$ cat config.mk
export PLATFORM = sky130hd
export DESIGN_NAME = ray_scanner_flat
export DESIGN_NICKNAME = d
export VERILOG_FILES = /design/src/rtl/ray_scanner_if.sv /design/src/rtl/ray_scanner.sv /design/src/flat_wrapper.sv
export SDC_FILE = /design/constraint.sdc
export NUM_CORES = 1
export LEC_CHECK = 0
export CORE_MARGIN = 2
export CORE_UTILIZATION = 35
export DETAILED_ROUTE_END_ITERATION = 7
export GPL_TIMING_DRIVEN = 1
export PLACE_DENSITY = 0.56
export SKIP_CTS_REPAIR_TIMING = 1
export SLEW_MARGIN = 20
export SYNTH_ARGS = -nofsm -noshare
export SYNTH_HDL_FRONTEND = slang
export SYNTH_SLANG_ARGS = --single-unit
$ cat constraint.sdc
create_clock -name clock -period 3.1 [get_ports clock]
set_clock_uncertainty 0.15 [all_clocks]
set_input_delay 0.93 -clock clock [delete_from_list [all_inputs] [get_ports clock]]
set_output_delay 0.93 -clock clock [all_outputs]
set_load 0.005 [all_outputs]
$ cat src/rtl/ray_scanner_if.sv
// ============================================================================
// Module      : ray_scanner_if
// Description : Request/result and board-RAM read signals for ray_scanner.
// Revision    : 1.0  initial release
// ============================================================================
`default_nettype none

interface ray_scanner_if;
    logic       start;
    logic       player;
    logic [6:0] s_addr_in;
    logic [2:0] dir_in;
    logic [1:0] data_in;
    logic [6:0] addr_out;
    logic       ctrl_mem;
    logic       done;
    logic       valid;
    logic [2:0] count;
    logic [4:0] step_o;

    modport master (
        output start, player, s_addr_in, dir_in, data_in,
        input  addr_out, ctrl_mem, done, valid, count, step_o
    );

    modport slave (
        input  start, player, s_addr_in, dir_in, data_in,
        output addr_out, ctrl_mem, done, valid, count, step_o
    );
endinterface

`default_nettype wire

$ cat src/rtl/ray_scanner.sv
// ============================================================================
// Module      : ray_scanner
// Description : Walks the board RAM along one direction from a candidate
//               square and reports whether that direction flips discs.
// Revision    : 1.0  initial release
// ============================================================================
`default_nettype none

module ray_scanner (
    input  logic          clock,
    input  logic          reset,
    ray_scanner_if.slave  bus
);

    typedef enum logic [2:0] {
        S_IDLE = 3'd0,
        S_STEP = 3'd1,
        S_WAIT = 3'd2,
        S_EVAL = 3'd3,
        S_DONE = 3'd4
    } state_t;

    state_t     r_state, w_state;
    logic [2:0] r_row, w_row;
    logic [2:0] r_col, w_col;
    logic [2:0] r_count, w_count;
    logic [2:0] r_dir, w_dir;
    logic       r_player, w_player;
    logic [6:0] r_addr, w_addr;
    logic       r_ctrl, w_ctrl;
    logic       r_done, w_done;
    logic       r_valid, w_valid;
    logic [4:0] r_step, w_step;

    logic [3:0] w_sum_row;
    logic [3:0] w_sum_col;
    logic       w_off_board;
    logic [1:0] w_opp;
    logic [1:0] w_own;

    // Row/column deltas as 4-bit two's complement (-1, 0, +1)
    function automatic logic [3:0] dir_dr(input logic [2:0] d);
        case (d)
            3'd0, 3'd1, 3'd7: dir_dr = 4'b1111;
            3'd3, 3'd4, 3'd5: dir_dr = 4'b0001;
            default:          dir_dr = 4'b0000;
        endcase
    endfunction

    function automatic logic [3:0] dir_dc(input logic [2:0] d);
        case (d)
            3'd1, 3'd2, 3'd3: dir_dc = 4'b0001;
            3'd5, 3'd6, 3'd7: dir_dc = 4'b1111;
            default:          dir_dc = 4'b0000;
        endcase
    endfunction

    function automatic logic [4:0] dir_step(input logic [2:0] d);
        logic [3:0] dr;
        logic [3:0] dc;
        dr = dir_dr(d);
        dc = dir_dc(d);
        dir_step = {dr[1:0], 3'b000} + {dc[3], dc};
    endfunction

    // Coordinates leaving 0..7 (i.e. -1 or 8) always set bit 3
    assign w_sum_row   = {1'b0, r_row} + dir_dr(r_dir);
    assign w_sum_col   = {1'b0, r_col} + dir_dc(r_dir);
    assign w_off_board = w_sum_row[3] | w_sum_col[3];
    assign w_opp       = r_player ? 2'b01 : 2'b10;
    assign w_own       = r_player ? 2'b10 : 2'b01;

    always_ff @(posedge clock or negedge reset) begin
        if (!reset) begin
            r_state  <= S_IDLE;
            r_row    <= 3'd0;
            r_col    <= 3'd0;
            r_count  <= 3'd0;
            r_dir    <= 3'd0;
            r_player <= 1'b0;
            r_addr   <= 7'd0;
            r_ctrl   <= 1'b0;
            r_done   <= 1'b0;
            r_valid  <= 1'b0;
            r_step   <= 5'd0;
        end else begin
            r_state  <= w_state;
            r_row    <= w_row;
            r_col    <= w_col;
            r_count  <= w_count;
            r_dir    <= w_dir;
            r_player <= w_player;
            r_addr   <= w_addr;
            r_ctrl   <= w_ctrl;
            r_done   <= w_done;
            r_valid  <= w_valid;
            r_step   <= w_step;
        end
    end

    always_comb begin
        w_state  = r_state;
        w_row    = r_row;
        w_col    = r_col;
        w_count  = r_count;
        w_dir    = r_dir;
        w_player = r_player;
        w_addr   = r_addr;
        w_ctrl   = r_ctrl;
        w_done   = 1'b0;
        w_valid  = r_valid;
        w_step   = r_step;

        case (r_state)
            S_IDLE: begin
                if (bus.start) begin
                    w_player = bus.player;
                    w_dir    = bus.dir_in;
                    w_row    = bus.s_addr_in[5:3];
                    w_col    = bus.s_addr_in[2:0];
                    w_step   = dir_step(bus.dir_in);
                    w_valid  = 1'b0;
                    w_count  = 3'd0;
                    w_state  = bus.s_addr_in[6] ? S_DONE : S_STEP;
                end
            end
            S_STEP: begin
                if (w_off_board) begin
                    w_valid = 1'b0;
                    w_state = S_DONE;
                end else begin
                    w_row   = w_sum_row[2:0];
                    w_col   = w_sum_col[2:0];
                    w_addr  = {1'b0, w_sum_row[2:0], w_sum_col[2:0]};
                    w_ctrl  = 1'b1;
                    w_state = S_WAIT;
                end
            end
            S_WAIT: begin
                w_state = S_EVAL;
            end
            S_EVAL: begin
                if (bus.data_in == w_opp) begin
                    w_count = r_count + 3'd1;
                    w_state = S_STEP;
                end else begin
                    w_valid = (bus.data_in == w_own) && (r_count != 3'd0);
                    w_state = S_DONE;
                end
            end
            S_DONE: begin
                w_done  = 1'b1;
                w_ctrl  = 1'b0;
                if (!r_valid) begin
                    w_count = 3'd0;
                end
                w_state = S_IDLE;
            end
            default: begin
                w_state = S_IDLE;
            end
        endcase
    end

    assign bus.addr_out = r_addr;
    assign bus.ctrl_mem = r_ctrl;
    assign bus.done     = r_done;
    assign bus.valid    = r_valid;
    assign bus.count    = r_count;
    assign bus.step_o   = r_step;

endmodule

`default_nettype wire
$ cat src/flat_wrapper.sv
// flat-port wrapper written by rule: the top's interface ports become plain ports
module ray_scanner_flat 
  (clock, reset, bus_start, bus_player, bus_s_addr_in, bus_dir_in, bus_data_in, bus_addr_out, bus_ctrl_mem, bus_done, bus_valid, bus_count, bus_step_o);
  ray_scanner_if bus_i ();
  input  logic clock;
  input  logic reset;
  input wire logic [$bits(bus_i.start)-1:0] bus_start;
  input wire logic [$bits(bus_i.player)-1:0] bus_player;
  input wire logic [$bits(bus_i.s_addr_in)-1:0] bus_s_addr_in;
  input wire logic [$bits(bus_i.dir_in)-1:0] bus_dir_in;
  input wire logic [$bits(bus_i.data_in)-1:0] bus_data_in;
  output wire logic [$bits(bus_i.addr_out)-1:0] bus_addr_out;
  output wire logic [$bits(bus_i.ctrl_mem)-1:0] bus_ctrl_mem;
  output wire logic [$bits(bus_i.done)-1:0] bus_done;
  output wire logic [$bits(bus_i.valid)-1:0] bus_valid;
  output wire logic [$bits(bus_i.count)-1:0] bus_count;
  output wire logic [$bits(bus_i.step_o)-1:0] bus_step_o;
  assign bus_i.start = bus_start;
  assign bus_i.player = bus_player;
  assign bus_i.s_addr_in = bus_s_addr_in;
  assign bus_i.dir_in = bus_dir_in;
  assign bus_i.data_in = bus_data_in;
  assign bus_addr_out = bus_i.addr_out;
  assign bus_ctrl_mem = bus_i.ctrl_mem;
  assign bus_done = bus_i.done;
  assign bus_valid = bus_i.valid;
  assign bus_count = bus_i.count;
  assign bus_step_o = bus_i.step_o;
  ray_scanner u_core (.clock(clock), .reset(reset), .bus(bus_i));
endmodule
==> results.md <==
- Status: finished clean
- Worst-case reg-to-reg path depth: 9
- Filler Cell Count: 410
- Count of different cell masters after synthesis: 42
- Pre-CTS WS: 0.0483 ns
- Post-synth top area cell: dfrtp_1
- CTS buffer count: 5
- Critical path class: flop to flop
- Top-area cell type share of the netlist area: 44.6%
- Post-Synth XOR/XNOR Area: under 10%
- Most frequent cells in the layout: clkdlybuf4s50_1 (32), dfrtp_1 (29), o21ai_0 (13)
- Largest net degree at the start of global routing: 30
- Worst Min Path Start: u_core.bus.step_o[4]$_DFFE_PN0P_
- Top Ports: 34
- Worst Setup End Kind: flop
- Vias: 1246
- Register area: 726 µm²
- CTS root buf: clkbuf_8
- Adder-cell area share of the yosys netlist: under 10%
- Die Wd: 72.2 µm
- Compound-Gate Fraction of Synth Area: 13.1%
- DRT Pass-1 Iters: 4
- Antenna viol nets, final: 0
- RSZ-0062 raised after global routing: no
- Area delta synth->final: 28.4%
- Crit path cell chain: and3_4 -> nor2_1 -> inv_1 -> ha_1 -> a21oi_1 -> a211oi_1 -> o41ai_2 -> nand2b_2 -> mux2_4
- Input/output buffers: 32
- Die Area: 5210 µm²
- Residual DRC: 0
- Post-synthesis cell area: 1630 µm²
- CTS tree: yes
- Hpwl dp: around 2500 µm
- Crit path buf inv count: 1
- Core Area: around 4400 µm²
- Fraction of layout cells with a size suffix above 1: 16.2%
- Max Slew Vio Count: 0
- Crit path from: u_core.r_dir[1]$_DFFE_PN0P_
- Min Tclk post-route: 2.94 ns
- Clk buf depth: 2
- First-pass GRT wire length: 5530 µm
- Area contributors post-synth: dfrtp_1 (45%), mux2_2 (7.6%), ha_1 (6.1%), o21ai_0 (4.0%), mux2_4 (3.7%)
- Post-Route WL: 3310 µm
- Overall power: 2130 µW
- Cell Rows: 24
- Static Leak: 0.000937 µW
- Ys flop type: dfrtp_1
- WL met1: 1470 µm
- WP data arrival: between 2 and 3 ns
- Simple-Gate Fraction of Synth Area: 13.7%
- Cell count after synthesis: 154
- FF-to-FF Start: u_core.r_dir[1]$_DFFE_PN0P_
- Largest family of logic cells by synthesized area: multiplexers
- Final hold violation count: 0
- H-Tree Depth: 2
- Hold endpoint: u_core.bus.step_o[4]$_DFFE_PN0P_
- Top Layer Used: met4
- Highest-delay cell along the critical path: o41ai_2
- Post-synthesis mux area share: 13.8%
- CP max FO: 6
- Synthesized flop and latch total: 29
- Final net count: 215
- Seq/Total Area, Yosys: 44.6%
- CP top delay family: compound AO/OA/AOI/OAI gates
- Worst Hold Class: flop to flop
- Critical Path RT: 3.11 ns
- # clock sinks: 29
- Initial Util: 36.9%
- Commonest non-fill, non-tap cell in the layout: clkdlybuf4s50_1
- WL met3: 204 µm
- # setup viols final: 0
- Fin crit share: 94.9%
- # diodes: 0
- Final RePlAce weighted congestion: 0.877
- Peak VDD IR: 346 µV
- Worst reg2reg path endpoint: u_core.r_col[0]$_DFFE_PN0P_
- WHS Path Cells: 2
- DR vias/cell: 5.13
- Clk_lat worst skew: 0.28 ns
- Syn nets: between 150 and 200
- Initial drt markers: 42
- GRT overflow: 0
- DIE HEIGHT: 72.2 µm
- Synth Warn #: 0
- Setup WS post-layout: ~0.16 ns
- Wire per inst: 13.6 µm
- Reg2Reg Setup Slack: about 0.16 ns
- Avg Cell Area, Syn: 10.6 µm²
- Global Route Usage Sum: between 10 and 15%
- Vias in the first global route: 1209
- Multi-input logic area: roughly 830 µm²
- Setup_tns: 0 ns
- Async SR Flop Fraction: between 90% and 100%
- Max Freq: 340 MHz
- Type of origin of the critical path: flop
- Antenna violations before repair: 0
- Critical Path Max Stage Delay: 0.49 ns
- Met2 wire length: about 1600 µm
- Pwr Density: 1020 nW/µm²
- Maxcap violations: 0
- Clk pin slew, worst setup/hold paths: 0.06 ns
- Post-synth EDFFs: 0
## synth_stat cells, types with 4 or more instances
library cell and instances:
o21ai_0 13, inv_1 12, ha_1 8, dfrtp_1 29, mux2_4 4, mux2_2 11
nand2_1 9, nor2_1 10, mux2i_1 4, a21oi_1 6
## routing by layer
| metal | vias to the layer above | GRT usage, % |
|---|---|---|
| met4 | 0 | 4.40 |
| met2 | 35 | 22.6 |
| met5 | - | 0 |
| met3 | 5 | 5.56 |
| li1 | 609 | - |
| met1 | 597 | 17.3 |
## flip-flops by register name, indices dropped and copies added, names as in the netlist
signal	count
u_core.bus.addr_out	6
u_core.bus.step_o	4
u_core.bus.count	3
u_core.r_col	3
u_core.r_dir	3
u_core.r_row	3
u_core.r_state	3
u_core.bus.ctrl_mem	1
u_core.bus.done	1
u_core.bus.valid	1
u_core.r_player	1
## tightest hold or removal path, delay by kind of cell, from the launching register on
family | cells | cell delay [ns]
DFF | 1 | 0.35
AOI/OAI and AO/OA | 1 | 0.06
and+or+nand+nor | 1 | 0.05
## logic make-up after synthesis
kind of cell	Yosys count
and+or+nand+nor	41
adders and majority gates	9
xor gates and xnor gates	4
DFF	29
AOI/OAI and AO/OA	33
muxes	19
buffers and inverters	18
other	1
## stage by stage
| step | std cells | hold slack, ns | utilization [%] | area, µm² |
|---|---|---|---|---|
| 3_5_place_dp | 235 | 0.330 | 45.3 | 2000 |
| 3_3_place_gp | 235 | 0.325 | 45.3 | 2000 |
| 6_report | 243 | 0.343 | 47.3 | 2090 |
| 5_1_grt | 243 | 0.365 | 47.3 | 2090 |
| 2_1_floorplan | 154 | 0.323 | - | 1630 |
| 4_1_cts | 243 | 0.358 | 47.1 | 2080 |
## cell type report
class / instances / share of cell area, %
inverters: 12 / 2.16
repair buffers: 35 / 16.4
well taps: 52 / 3.11
clock inverters: 2 / 0.479
clock buffers: 6 / 3.47
flip-flops and latches: 29 / 34.7
multi-input cells: 107 / 39.6
## worst max-delay path by stage
stage                                        endpoint  depth (start not counted)
after detailed placement  u_core.r_row[0]$_DFFE_PN0P_                          9
after global routing      u_core.r_col[0]$_DFFE_PN0P_                          9
after floorplan           u_core.r_col[0]$_DFFE_PN0P_                         10
final                     u_core.r_col[0]$_DFFE_PN0P_                          9
after CTS                 u_core.r_col[0]$_DFFE_PN0P_                          9
after global placement    u_core.r_col[0]$_DFFE_PN0P_                          9
## where the power goes
part           internal, µW  total (µW)  switching [µW]
Clock                   155         293             138
Combinational           633        1160             530
Sequential              542         673             131
Note: power is estimated with default switching activity, not from simulation.
